`config.mk`:
```
export PLATFORM = sky130hd
export DESIGN_NAME = sum_accumulator
export DESIGN_NICKNAME = d
export VERILOG_FILES = /design/src/rtl/sum_acc_pkg.sv /design/src/rtl/acc_add.sv /design/src/rtl/sum_accumulator.sv
export SDC_FILE = /design/constraint.sdc
export NUM_CORES = 1
export LEC_CHECK = 0
export CAP_MARGIN = 20
export CORE_ASPECT_RATIO = 1.75
export CORE_MARGIN = 2
export CORE_UTILIZATION = 45
export DETAILED_ROUTE_END_ITERATION = 10
export PLACE_DENSITY = 0.75
export SETUP_SLACK_MARGIN = 0.3
export SLEW_MARGIN = 20
export SYNTH_ARGS = -nofsm -noshare
export SYNTH_HDL_FRONTEND = slang
export SYNTH_SLANG_ARGS = --single-unit
export TNS_END_PERCENT = 20
```
`constraint.sdc`:
```
create_clock -name clk -period 2.1 [get_ports clk]
set_clock_uncertainty 0.1 [all_clocks]
set_input_delay 0.42 -clock clk [delete_from_list [all_inputs] [get_ports clk]]
set_output_delay 0.42 -clock clk [all_outputs]
set_load 0.03 [all_outputs]
```
`src/rtl/sum_acc_pkg.sv`:
```
// Shared types and default widths for the sum accumulator.
// Optional build macro used by this block: SUM_ACCUMULATOR_SAT_EN (saturating adds).
package sum_acc_pkg;

  localparam int DEF_DATA_W = 8;
  localparam int DEF_ACC_W  = 12;
  localparam int DEF_CNT_W  = 4;

  typedef enum logic [1:0] {
    IDLE  = 2'd0,
    ACCUM = 2'd1,
    DONE  = 2'd2
  } state_e;

endpackage

```
`src/rtl/acc_add.sv`:
```
// Combinational accumulator adder with carry out.
// SUM_ACCUMULATOR_SAT_EN defined: a carrying add clamps the sum to all-ones; otherwise it wraps.
module acc_add #(
  parameter int DATA_W = 8,
  parameter int ACC_W  = 12
) (
  input  logic [ACC_W-1:0]  acc_i,
  input  logic [DATA_W-1:0] data_i,
  output logic [ACC_W-1:0]  sum_o,
  output logic              carry_o
);

  logic [ACC_W:0] full;

  assign full    = {1'b0, acc_i} + (ACC_W+1)'(data_i);
  assign carry_o = full[ACC_W];

`ifdef SUM_ACCUMULATOR_SAT_EN
  assign sum_o = carry_o ? {ACC_W{1'b1}} : full[ACC_W-1:0];
`else
  assign sum_o = full[ACC_W-1:0];
`endif

endmodule

```
`src/rtl/sum_accumulator.sv`:
```
// Burst accumulator: sums len samples, then presents the result until accepted.
// state | meaning: IDLE wait for start | ACCUM take samples | DONE hold result. Macro: SUM_ACCUMULATOR_SAT_EN.
module sum_accumulator
  import sum_acc_pkg::*;
#(
  parameter int DATA_W = DEF_DATA_W,
  parameter int ACC_W  = DEF_ACC_W,
  parameter int CNT_W  = DEF_CNT_W
) (
  input  logic              clk,
  input  logic              rst,
  input  logic              start,
  input  logic [CNT_W-1:0]  len,
  input  logic              in_valid,
  input  logic [DATA_W-1:0] in_data,
  output logic              in_ready,
  output logic              out_valid,
  input  logic              out_ready,
  output logic [ACC_W-1:0]  out_data,
  output logic              out_ovf,
  output logic              busy
);

  state_e           state_q, state_d;
  logic [ACC_W-1:0] acc_q, acc_d, sum;
  logic [CNT_W:0]   cnt_q, cnt_d, len_q, len_d, cnt_inc;
  logic             ovf_q, ovf_d, carry, xfer, last;

  acc_add #(
    .DATA_W(DATA_W),
    .ACC_W (ACC_W)
  ) u_add (
    .acc_i  (acc_q),
    .data_i (in_data),
    .sum_o  (sum),
    .carry_o(carry)
  );

  assign xfer    = (state_q == ACCUM) && in_valid;
  assign cnt_inc = cnt_q + (CNT_W+1)'(1);
  assign last    = (cnt_inc == len_q);

  always_ff @(posedge clk or posedge rst) begin
    if (rst) state_q <= IDLE;
    else     state_q <= state_d;
  end

  always_comb begin
    state_d = state_q;
    unique case (state_q)
      IDLE:    if (start)        state_d = ACCUM;
      ACCUM:   if (xfer && last) state_d = DONE;
      DONE:    if (out_ready)    state_d = IDLE;
      default:                   state_d = IDLE;
    endcase
  end

  always_comb begin
    in_ready  = (state_q == ACCUM);
    out_valid = (state_q == DONE);
    busy      = (state_q != IDLE);
  end

  // len of zero encodes a full 2**CNT_W burst, hence the extra count bit
  always_comb begin
    acc_d = acc_q;
    cnt_d = cnt_q;
    len_d = len_q;
    ovf_d = ovf_q;
    if (state_q == IDLE && start) begin
      acc_d = '0;
      cnt_d = '0;
      ovf_d = 1'b0;
      len_d = (len == '0) ? {1'b1, {CNT_W{1'b0}}} : {1'b0, len};
    end else if (xfer) begin
      acc_d = sum;
      cnt_d = cnt_inc;
      ovf_d = ovf_q | carry;
    end
  end

  always_ff @(posedge clk or posedge rst) begin
    if (rst) begin
      acc_q <= '0;
      cnt_q <= '0;
      len_q <= '0;
      ovf_q <= 1'b0;
    end else begin
      acc_q <= acc_d;
      cnt_q <= cnt_d;
      len_q <= len_d;
      ovf_q <= ovf_d;
    end
  end

  assign out_data = acc_q;
  assign out_ovf  = ovf_q;

endmodule

```
==> impl_metrics.tcl <==
set metrics [dict create \
    share_of_the_synthesized_area_in_compound_gates_ao_oa_aoi_oai 0.221 \
    crit_arrival_ns 2.07 \
    antenna-diode-count 0 \
    muxShareOfSynthArea 0 \
    clock_sinks 25 \
    ctsLongestPathBuffers 2 \
    cp_cell_sequence "ha_4, buf_4, buf_4, a211oi_4, o211ai_2, and3_1, nor2b_1, nor3_1" \
    drt-total-wl_mm 3.88 \
    final_layout_size_suffix_gt1_frac 0.247 \
    avgViaCountPerCell 5.50 \
    timing.critical_path.mode_cell "sky130_fd_sc_hd__buf_4" \
    timing.fmax_mhz 502 \
    grt_first_pass_wirelength_mm 6.63 \
    io_buffer_count 32 \
    rsz0062_at_grt "yes" \
    routabilityCongestion 0.769 \
    timing_worst_setup_path_type "reg -> reg" \
    ant_nets 0 \
    cts_root_buf "sky130_fd_sc_hd__clkbuf_8" \
    hold-path-endpoint "out_ovf$_DFFE_PP0P_" \
    net_count_synth 187 \
    setup.reg_to_reg.worst_slack_ns 0.11 \
    yosys_warnings 0 \
    hp-class "reg -> reg" \
    synthSimpleGateAreaFrac 0.195 \
    maxSlewHeadroom 0.717 \
    multi_input_comb_area_sq_um 973 \
    layout_worst_path_cycle_share 0.949 \
    firstDrtPassIters 4 \
    worstPathBufferInverterCount 2 \
    number_of_synthesized_register_bits 25 \
    leakage_nw 1.04 \
    tritoncts "yes" \
    worstPathMaxFanout 3 \
    max-vdd-ir-drop_uv 862 \
    design.die.area_sq_um 3850 \
    most_frequent_standard_cell_in_the_layout_excluding_fill_and_tap_cells "sky130_fd_sc_hd__nand2_1" \
    total_power_mw 3.13 \
    crit_path_end_kind "flop" \
    synth.yosys.seq_area_share 0.415 \
    synth_xor_area_frac 0.0523 \
    share_of_the_core_filled_with_cells_in_the_final_layout 0.706 \
    grt_remaining_overflow 0 \
    fillCellCount 247 \
    insertion_delay_ns 0.27 \
    mostFrequentLayoutCells "24 x sky130_fd_sc_hd__nand2_1, 23 x sky130_fd_sc_hd__dfrtp_1, 23 x sky130_fd_sc_hd__clkdlybuf4s50_1" \
    max-cap-violations 0 \
    post-synth-top-area-cell "sky130_fd_sc_hd__dfrtp_1" \
    r2r-end "out_data[9]$_DFFE_PP0P_" \
    report.final.slew_viol_count 0 \
    first_global_vias 1528 \
    fin_tns_setup_ns 0 \
    syn-instance-count 160 \
    synth.cell_area_sq_um 1510 \
    floorplan.initialDensity 0.475 \
    hpwl_mm 2.86 \
    rows 27 \
    final.min_clock_period_ns 1.99 \
    die_boundary_width_um 47.8 \
    count_of_final_setup_violators 0 \
    nets 243 \
    largest_family_of_logic_cells_by_synthesized_area "compound AO/OA/AOI/OAI gates" \
    post_synth_main_area_contributors "sky130_fd_sc_hd__dfrtp_1 41%, sky130_fd_sc_hd__ha_1 7.5%, sky130_fd_sc_hd__nand2_1 6.0%" \
    drc 0 \
    grt_antenna_before_repair 0 \
    synth.lib_cells_used.distinct 41 \
    floorplan.core_area_sq_um 3180 \
    r2r_startpoint "out_data[0]$_DFFE_PP0P_" \
    timing.hold.worst.start "out_ovf$_DFFE_PP0P_" \
    synthToLayoutAreaGrowth_pct 48.7 \
    syn_avg_cell_area_sq_um 9.42 \
    startpoint_type "flop" \
    cts_hold_buf 0 \
    first_iter_violations 38 \
    worst_setup_hold_path_clk_slew_ns 0.09 \
    die_h_um 80.6 \
    run_status "complete, no violations" \
    number_of_vias_after_detailed_routing 1419 \
    wl_per_cell_um 15.1 \
    slowest_delay_ns 0.44 \
    grt_max_degree 26 \
    register_area_sq_um 628 \
    power_density_nw_per_um2 1400 \
    track_usage 0.232 \
    final-hold-violation-count 0 \
    htree_num_levels 1 \
    reg2reg_depth 8 \
    hold-path-cell-count 2 \
    synthDominantCellAreaShare 0.415 \
    critical-path-slowest-cell "sky130_fd_sc_hd__dfrtp_2" \
    cpLargestDelayFamily "simple AND/OR/NAND/NOR gates" \
    io_pins 33 \
    crit_required_ns 2.18 \
    post_synth_fa_ha_maj_area_fraction 0.0880 \
    tightest_slew_ns 0.423 \
    tritoncts.num_buffers 3 \
]
tightest hold or removal path, stage by stage, from the launching register on:
cell                      delay, ns
sky130_fd_sc_hd__dfrtp_1       0.35
sky130_fd_sc_hd__nand2_1       0.05
sky130_fd_sc_hd__o31ai_1       0.05
Yosys cell counts (all sizes together):
cell type and instances:
and3 2, a211o 1, a21oi 10, a21o 3
nand2b 4, xnor2 4, a32o 2, nor2 8
a22o 3, o211ai 3, or3 3, o21ba 1
or4 1, dfrtp 25, nand3 5, ha 9
o31ai 5, buf 3, nand4 2, o21a 1
nand2 24, nand3b 1, nor3 3, nor2b 3
o21ai 15, a221oi 1, fa 1, xor2 5
o32a 1, and2 2, a31oi 1, a211oi 1
inv 7
logic make-up after synthesis:
group,count (synthesis)
compound gates,48
xor+xnor,9
fa+ha+maj,10
simple gates,58
flops,25
buf+inv,10
cell type report:
cell class / count / share of cell area
multi-input combinational: 125 / 0.434
sequential: 25 / 0.280
timing repair buffer: 54 / 0.229
tap: 43 / 0.0240
clock buffer: 3 / 0.0184
inverter: 7 / 0.0117
clock inverter: 1 / 0.00223
state kept, by name (all words and copies together) (netlist names):
register and flops:
cnt_q 5, len_q 5, out_data 12, out_ovf 1, state_q 2
layer usage:
layer  up-vias  wire length, um  part of all wire  GRT usage
li1        685                -                 -          -
met1       696             1480              0.38      0.275
met2        34             2250              0.58      0.420
met3         4              124             0.032     0.0270
met4         0               34            0.0088     0.0486
met5         -                0                 0          0
report_power, final:
part | switching (mW) | leakage (nW) | internal [mW]
Combinational | 1.02 | 0.689 | 0.974
Clock | 0.157 | 0.0255 | 0.133
Sequential | 0.196 | 0.321 | 0.656
Total | 1.37 | 1.04 | 1.76
per-stage QoR:
step	cells	worst slack (ns)	cell area [sq um]	hold slack (ns)
final	258	0.107	2240	0.388
after global routing	258	0.0178	2240	0.421
after CTS	257	0.0374	2170	0.388
after detailed placement	251	-0.420	2060	0.367
after global placement	251	-0.378	2060	0.367
after floorplan	160	0.0552	1550	0.347
what timing repair did:
action,in CTS,in global routing
hold endpoints to repair,0,0
setup buffers,2,1
resized for setup,14,14
setup endpoints to repair,27,27
pin swaps,10,7
worst max path at each step:
| stage | start | slack [ns] | end | cells past startpoint |
|---|---|---|---|---|
| final | out_data[0]$_DFFE_PP0P_ | 0.11 | out_data[9]$_DFFE_PP0P_ | 8 |
| after global routing | cnt_q[0]$_DFFE_PP0P_ | 0.02 | state_q[0]$_DFFE_PP0P_ | 5 |
| after CTS | in_data[3] | 0.04 | out_data[11]$_DFFE_PP0P_ | 8 |
| after detailed placement | in_data[0] | -0.42 | out_data[10]$_DFFE_PP0P_ | 9 |
| after global placement | in_data[0] | -0.38 | out_data[10]$_DFFE_PP0P_ | 9 |
| after floorplan | out_data[0]$_DFFE_PP0P_ | 0.06 | out_data[6]$_DFFE_PP0P_ | 8 |
(Power assumes the default switching activity.)
